$ cat config.mk
export PLATFORM = sky130hd
export DESIGN_NAME = pwm_capture
export DESIGN_NICKNAME = d
export VERILOG_FILES = /design/src/rtl/pwm_capture.sv
export SDC_FILE = /design/constraint.sdc
export NUM_CORES = 1
export LEC_CHECK = 0
export BUFFER_PORTS_ARGS = -buffer_cell sky130_fd_sc_hd__buf_2
export CAP_MARGIN = 5
export CORE_MARGIN = 3
export CORE_UTILIZATION = 45
export DETAILED_ROUTE_END_ITERATION = 10
export HOLD_SLACK_MARGIN = 0.12
export PLACE_DENSITY_LB_ADDON = 0.08
export SYNTH_ARGS = -nofsm -noshare
export SYNTH_HDL_FRONTEND = slang
export SYNTH_SLANG_ARGS = --single-unit
$ cat constraint.sdc
create_clock -name clk -period 2.7 [get_ports clk]
set_input_delay 0 -clock clk [delete_from_list [all_inputs] [get_ports clk]]
set_output_delay 0 -clock clk [all_outputs]
set_load 0.05 [all_outputs]
$ cat src/rtl/pwm_capture.sv
`default_nettype none
// ============================================================================
// Module   : pwm_capture
// Purpose  : Decodes a complementary PWM pair into period, high times and
//            dead times. Results are published once per period on the A rise.
// Revision : 1.0 - initial release
// ============================================================================
module pwm_capture #(
  parameter int COUNT_WIDTH = 16,
  parameter int DT_WIDTH    = 8,
  parameter int SYNC_STAGES = 2
) (
  input  logic                   clk,
  input  logic                   reset,
  input  logic                   enable,
  input  logic                   pwm_A,
  input  logic                   pwm_B,
  output logic [COUNT_WIDTH-1:0] period,
  output logic [COUNT_WIDTH-1:0] high_A,
  output logic [COUNT_WIDTH-1:0] high_B,
  output logic [DT_WIDTH-1:0]    dt_AB,
  output logic [DT_WIDTH-1:0]    dt_BA,
  output logic                   valid,
  output logic                   overflow,
  output logic                   overlap,
  output logic                   timeout
);

  localparam logic [COUNT_WIDTH-1:0] c_cnt_max = '1;
  localparam logic [COUNT_WIDTH-1:0] c_cnt_one = COUNT_WIDTH'(1);
  localparam logic [DT_WIDTH-1:0]    c_dt_max  = '1;
  localparam logic [DT_WIDTH-1:0]    c_dt_one  = DT_WIDTH'(1);

  typedef enum logic [1:0] {
    S_IDLE = 2'd0,
    S_ARM  = 2'd1,
    S_RUN  = 2'd2
  } state_t;

  state_t r_state;
  state_t w_state_next;

  logic [SYNC_STAGES-1:0] r_sync_a;
  logic [SYNC_STAGES-1:0] r_sync_b;
  logic                   r_a_d;
  logic                   r_b_d;

  logic [COUNT_WIDTH-1:0] r_per_cnt;
  logic [COUNT_WIDTH-1:0] r_high_a_cnt;
  logic [COUNT_WIDTH-1:0] r_high_b_cnt;
  logic [COUNT_WIDTH-1:0] r_sh_high_a;
  logic [COUNT_WIDTH-1:0] r_sh_high_b;
  logic [DT_WIDTH-1:0]    r_dtab_cnt;
  logic [DT_WIDTH-1:0]    r_dtba_cnt;
  logic                   r_dtab_run;
  logic                   r_dtba_run;
  logic [DT_WIDTH-1:0]    r_sh_dtab;

  logic                   w_a;
  logic                   w_b;
  logic                   w_a_rise;
  logic                   w_a_fall;
  logic                   w_b_rise;
  logic                   w_b_fall;
  logic                   w_per_sat;
  logic                   w_track;
  logic                   w_publish;
  logic                   w_timeout_hit;
  logic                   w_any_sat;
  logic [DT_WIDTH-1:0]    w_dtba_now;

  // Input synchronizers plus the delayed copies used for edge detection.
  always_ff @(posedge clk or negedge reset) begin
    if (!reset) begin
      r_sync_a <= '0;
      r_sync_b <= '0;
      r_a_d    <= 1'b0;
      r_b_d    <= 1'b0;
    end else begin
      r_sync_a <= {r_sync_a[SYNC_STAGES-2:0], pwm_A};
      r_sync_b <= {r_sync_b[SYNC_STAGES-2:0], pwm_B};
      r_a_d    <= r_sync_a[SYNC_STAGES-1];
      r_b_d    <= r_sync_b[SYNC_STAGES-1];
    end
  end

  assign w_a       = r_sync_a[SYNC_STAGES-1];
  assign w_b       = r_sync_b[SYNC_STAGES-1];
  assign w_a_rise  = w_a & ~r_a_d;
  assign w_a_fall  = ~w_a & r_a_d;
  assign w_b_rise  = w_b & ~r_b_d;
  assign w_b_fall  = ~w_b & r_b_d;
  assign w_per_sat = (r_per_cnt == c_cnt_max);

  always_ff @(posedge clk or negedge reset) begin
    if (!reset) begin
      r_state <= S_IDLE;
    end else begin
      r_state <= w_state_next;
    end
  end

  always_comb begin
    w_state_next  = r_state;
    w_track       = 1'b0;
    w_publish     = 1'b0;
    w_timeout_hit = 1'b0;
    case (r_state)
      S_IDLE: begin
        if (enable) w_state_next = S_ARM;
      end
      S_ARM: begin
        w_track = enable;
        if (w_a_rise) w_state_next = S_RUN;
      end
      S_RUN: begin
        w_track       = enable;
        w_publish     = enable & w_a_rise & ~w_per_sat;
        w_timeout_hit = enable & w_per_sat;
        if (w_per_sat) w_state_next = S_ARM;
      end
      default: begin
        w_state_next = S_IDLE;
      end
    endcase
    if (!enable) w_state_next = S_IDLE;
  end

  // Period counter only runs between A rises once the capture is armed.
  always_ff @(posedge clk or negedge reset) begin
    if (!reset) begin
      r_per_cnt <= '0;
    end else if (!enable || (r_state != S_RUN) || w_a_rise) begin
      r_per_cnt <= '0;
    end else if (!w_per_sat) begin
      r_per_cnt <= r_per_cnt + c_cnt_one;
    end
  end

  always_ff @(posedge clk or negedge reset) begin
    if (!reset) begin
      r_high_a_cnt <= '0;
      r_sh_high_a  <= '0;
    end else if (!w_track) begin
      r_high_a_cnt <= '0;
      r_sh_high_a  <= '0;
    end else begin
      if (w_a_rise) begin
        r_high_a_cnt <= c_cnt_one;
      end else if (w_a && (r_high_a_cnt != c_cnt_max)) begin
        r_high_a_cnt <= r_high_a_cnt + c_cnt_one;
      end
      if (w_a_fall) begin
        r_sh_high_a <= r_high_a_cnt;
      end else if (w_a_rise) begin
        r_sh_high_a <= '0;
      end
    end
  end

  // A B pulse ending in the A rise cycle itself belongs to the next period.
  always_ff @(posedge clk or negedge reset) begin
    if (!reset) begin
      r_high_b_cnt <= '0;
      r_sh_high_b  <= '0;
    end else if (!w_track) begin
      r_high_b_cnt <= '0;
      r_sh_high_b  <= '0;
    end else begin
      if (w_b_rise) begin
        r_high_b_cnt <= c_cnt_one;
      end else if (w_b && (r_high_b_cnt != c_cnt_max)) begin
        r_high_b_cnt <= r_high_b_cnt + c_cnt_one;
      end
      if (w_b_fall) begin
        r_sh_high_b <= r_high_b_cnt;
      end else if (w_a_rise) begin
        r_sh_high_b <= '0;
      end
    end
  end

  // The run flag stops the dead-time counter once its closing edge is seen.
  always_ff @(posedge clk or negedge reset) begin
    if (!reset) begin
      r_dtab_cnt <= '0;
      r_dtab_run <= 1'b0;
      r_sh_dtab  <= '0;
    end else if (!w_track) begin
      r_dtab_cnt <= '0;
      r_dtab_run <= 1'b0;
      r_sh_dtab  <= '0;
    end else begin
      if (w_a_fall && !w_b_rise) begin
        r_dtab_cnt <= c_dt_one;
        r_dtab_run <= 1'b1;
      end else if (w_b_rise) begin
        r_dtab_run <= 1'b0;
      end else if (r_dtab_run && (r_dtab_cnt != c_dt_max)) begin
        r_dtab_cnt <= r_dtab_cnt + c_dt_one;
      end
      if (w_b_rise) begin
        r_sh_dtab <= (r_dtab_run && !w_a_fall) ? r_dtab_cnt : '0;
      end else if (w_a_rise) begin
        r_sh_dtab <= '0;
      end
    end
  end

  always_ff @(posedge clk or negedge reset) begin
    if (!reset) begin
      r_dtba_cnt <= '0;
      r_dtba_run <= 1'b0;
    end else if (!w_track) begin
      r_dtba_cnt <= '0;
      r_dtba_run <= 1'b0;
    end else begin
      if (w_b_fall && !w_a_rise) begin
        r_dtba_cnt <= c_dt_one;
        r_dtba_run <= 1'b1;
      end else if (w_a_rise) begin
        r_dtba_run <= 1'b0;
      end else if (r_dtba_run && (r_dtba_cnt != c_dt_max)) begin
        r_dtba_cnt <= r_dtba_cnt + c_dt_one;
      end
    end
  end

  // dt_BA closes on the publishing edge, so it goes straight to the output.
  assign w_dtba_now = (r_dtba_run && !w_b_fall) ? r_dtba_cnt : '0;

  always_ff @(posedge clk or negedge reset) begin
    if (!reset) begin
      period <= '0;
      high_A <= '0;
      high_B <= '0;
      dt_AB  <= '0;
      dt_BA  <= '0;
      valid  <= 1'b0;
    end else begin
      valid <= w_publish;
      if (w_publish) begin
        period <= r_per_cnt + c_cnt_one;
        high_A <= r_sh_high_a;
        high_B <= r_sh_high_b;
        dt_AB  <= r_sh_dtab;
        dt_BA  <= w_dtba_now;
      end
    end
  end

  assign w_any_sat = w_per_sat
                   | (r_high_a_cnt == c_cnt_max)
                   | (r_high_b_cnt == c_cnt_max)
                   | (r_dtab_cnt == c_dt_max)
                   | (r_dtba_cnt == c_dt_max);

  always_ff @(posedge clk or negedge reset) begin
    if (!reset) begin
      overflow <= 1'b0;
      overlap  <= 1'b0;
      timeout  <= 1'b0;
    end else if (!enable) begin
      overflow <= 1'b0;
      overlap  <= 1'b0;
      timeout  <= 1'b0;
    end else if (w_track) begin
      if (w_any_sat)     overflow <= 1'b1;
      if (w_a && w_b)    overlap  <= 1'b1;
      if (w_timeout_hit) timeout  <= 1'b1;
    end
  end

endmodule
`default_nettype wire

==> results.md <==
* Fin util at 0.5436
* IO Port Bufs at 72
* Hold/Removal Path Class: in -> async
* Peak supply drop at 0.0005058 V
* Post-detailed-route count of antenna-violating nets at 0
* Diode count at 0
* GPL Wtd Cong at 0.8422
* CTS tree: done
* Die height at 141.6 µm
* Htree depth at 4
* Layout Cell Area excl Fill at 0.009598 mm²
* Area contributors post-synth: dfrtp_1 (55%), mux2_2 (4.4%), a21oi_1 (3.8%), o21ai_0 (3.8%), nand2_1 (3.1%)
* Initial core utilization at 0.4683
* Top cells by count, synth: dfrtp_1 (182), nand2_1 (68), nor2_1 (65)
* Final worst setup slack at 0.2374 ns
* I/O pins at 73
* Worst skew pair latency at 0.43 ns
* Flop2flop setup slack at 0.24 ns
* Clock skew at 0.006295 ns
* Crit start category: flip-flop
* Slew HR at 0.1723
* Seq cells post-synth at 182
* Synth top area share at 0.5508
* Die area at 0.02004 mm²
* Iter 0 DRT Violations at 461
* Placed cell areas at 0.008920 mm²
* Dpl cells at 1,045
* CTS clk-pin slew, worst paths at 0.07 ns
* Post-place setup slack at 0.2240 ns
* Post-synth EDFFs at 0
* Post-DP HPWL at 12.32 mm
* Final Critical Period at 2.463 ns
* DIE WIDTH at 141.6 µm
* Critical path class: reg -> reg
* Crit-path max FO at 51
* Pins Over Slew Limit at 0
* Tot GR Track Use at 0.1908
* Highest Clock Rate at 406.1 MHz
* CP required at 3.02 ns
* Netlist cell types at 58
* Clk sinks at 182
* Largest net degree at the start of global routing at 79
* Post-Layout Cell Count at 1,080
* Area Overhead vs Synth at 16.07%
* Initial antenna violation count at 0
* Num CTS Buffers at 17
* Final hold slack at 0.1835 ns
* Vias/cell at 5.695
* Setup_tns at 0 ns
* Post-synth ARST share at 1.000
* Crit path DAT at 2.78 ns
* Final #Nets at 859
* CP startpoint: r_per_cnt[0]$_DFFE_PN0P_
* Ys flop type: dfrtp_1
* Total number of vias at 6,151
* Fin. Hold Viols at 0
* CP Capture Type: flip-flop
* Syn_nets at 785
* Total power at 6.267 mW
* Number of global-route vias before repair at 6,308
* Cell Area, Synth at 0.008269 mm²
* Reg2reg start: r_per_cnt[0]$_DFFE_PN0P_
* Wire per inst at 16.84 µm
* Max Cap Viol at 0
* Crit share post-route at 0.9121
* CTS Root Buffer Type: clkbuf_16
* Core footprint at 0.01766 mm²
* Sequential-to-total area share from yosys stat at 0.5508
* Status: complete, no violations
* Row count at 48
* Final setup violation count at 0
* RSZ-0062 raised after global routing: false
* Mean Syn Cell Area at 10.75 µm²
* Fraction of layout cells with a size suffix above 1 at 0.2047
* Detailed-route wire length at 18.18 mm
* Global-route wire length before repair at 31.35 mm
* Top cell type by total area after synthesis: dfrtp_1
* Syn Inst Count at 769
* First-pass DRT Iterations at 6
* Gr ovfl total at 0
* Most common cell in the netlist: dfrtp_1
* PD cells at 653.0 mW/mm²
* Post-route DRC at 0
* Actual slew at the worst max-slew pin at 1.237 ns
* Fill cells at 1,589
* Ys Warns at 0
* Leak at 4.470 nW
* Longest Clk Path Bufs at 2
[state kept, by name, indices dropped and copies added (netlist names), 8 cells and up]
signal,cells
dt_AB,8
dt_BA,8
high_A,16
high_B,16
period,16
r_dtab_cnt,8
r_dtba_cnt,8
r_high_a_cnt,16
r_high_b_cnt,16
r_per_cnt,16
r_sh_dtab,8
r_sh_high_a,16
r_sh_high_b,16
[power by group]
part	total (mW)	switching (mW)	internal, mW
logic	0.740	0.549	0.191
registers	2.85	0.0610	2.79
clock network	2.68	1.06	1.62
total	6.27	1.67	4.60
[worst paths after layout]
path / end / cells after the start
max in group asynchronous: r_sh_high_a[6]$_DFFE_PN0P_ / 3
min in group clk: r_sync_b[0]$_DFF_PN0_ / 2
setup reg to reg: high_B[0]$_DFFE_PN0P_ / 7
setup / recovery: high_B[0]$_DFFE_PN0P_ / 7
hold / removal: valid$_DFF_PN0_ / 2
hold reg to reg: r_sync_a[1]$_DFF_PN0_ / 0
[cell usage in the layout (no fill, tap or decap), types with 7 or more instances in the layout]
master	count
mux2i_1	12
dfrtp_1	182
or3_1	9
mux2_4	9
mux2_2	32
inv_1	12
nand4_1	20
and2_1	8
o21ai_0	62
buf_2	71
buf_4	16
nor3_1	7
nand2_1	68
clkbuf_16	17
a21oi_1	62
nand2b_1	8
nand3_1	22
a2111o_1	9
and3_1	12
a22o_1	24
and4_1	8
xnor2_1	12
xor2_1	12
ha_1	11
nor2_1	65
[cell type report]
type | count | area [µm²] | area share
flip-flops and latches | 182 | 4554 | 0.4745
multi-input cells | 534 | 3486 | 0.3632
repair buffers | 95 | 586.8 | 0.06114
clock buffers | 20 | 466.7 | 0.04862
well taps | 225 | 281.5 | 0.02933
clock inverters | 11 | 171.4 | 0.01786
inverters | 13 | 51.30 | 0.005345
[critical path, stage by stage (launching register included)]
cell and delay [ns]:
dfrtp_1 0.43, ha_1 0.27, nand4_2 0.18, or4_4 0.60, nand2b_4 0.11, buf_12 0.26
inv_4 0.16, mux2_4 0.32
[layer usage]
layer  track usage  vias up  routed length, µm
met4       0.06919        0                343
met1        0.2601     3057               8416
met5             0        -                  0
met2        0.3083      130               8764
met3       0.03337       28                659
li1              -     2936                  -
[logic make-up after synthesis]
kind of cell / share of synthesized area
xor gates and xnor gates: 0.02542
buffers and inverters: 0.02920
AOI/OAI and AO/OA: 0.1436
DFF: 0.5508
muxes: 0.07445
adders and majority gates: 0.01664
and+or+nand+nor: 0.1599
[timing repair]
item	in CTS	in global routing
buffers inserted	0	0
resized for setup	0	0
hold endpoints to repair	82	0
hold buffers	4	0
(Power assumes the default switching activity.)
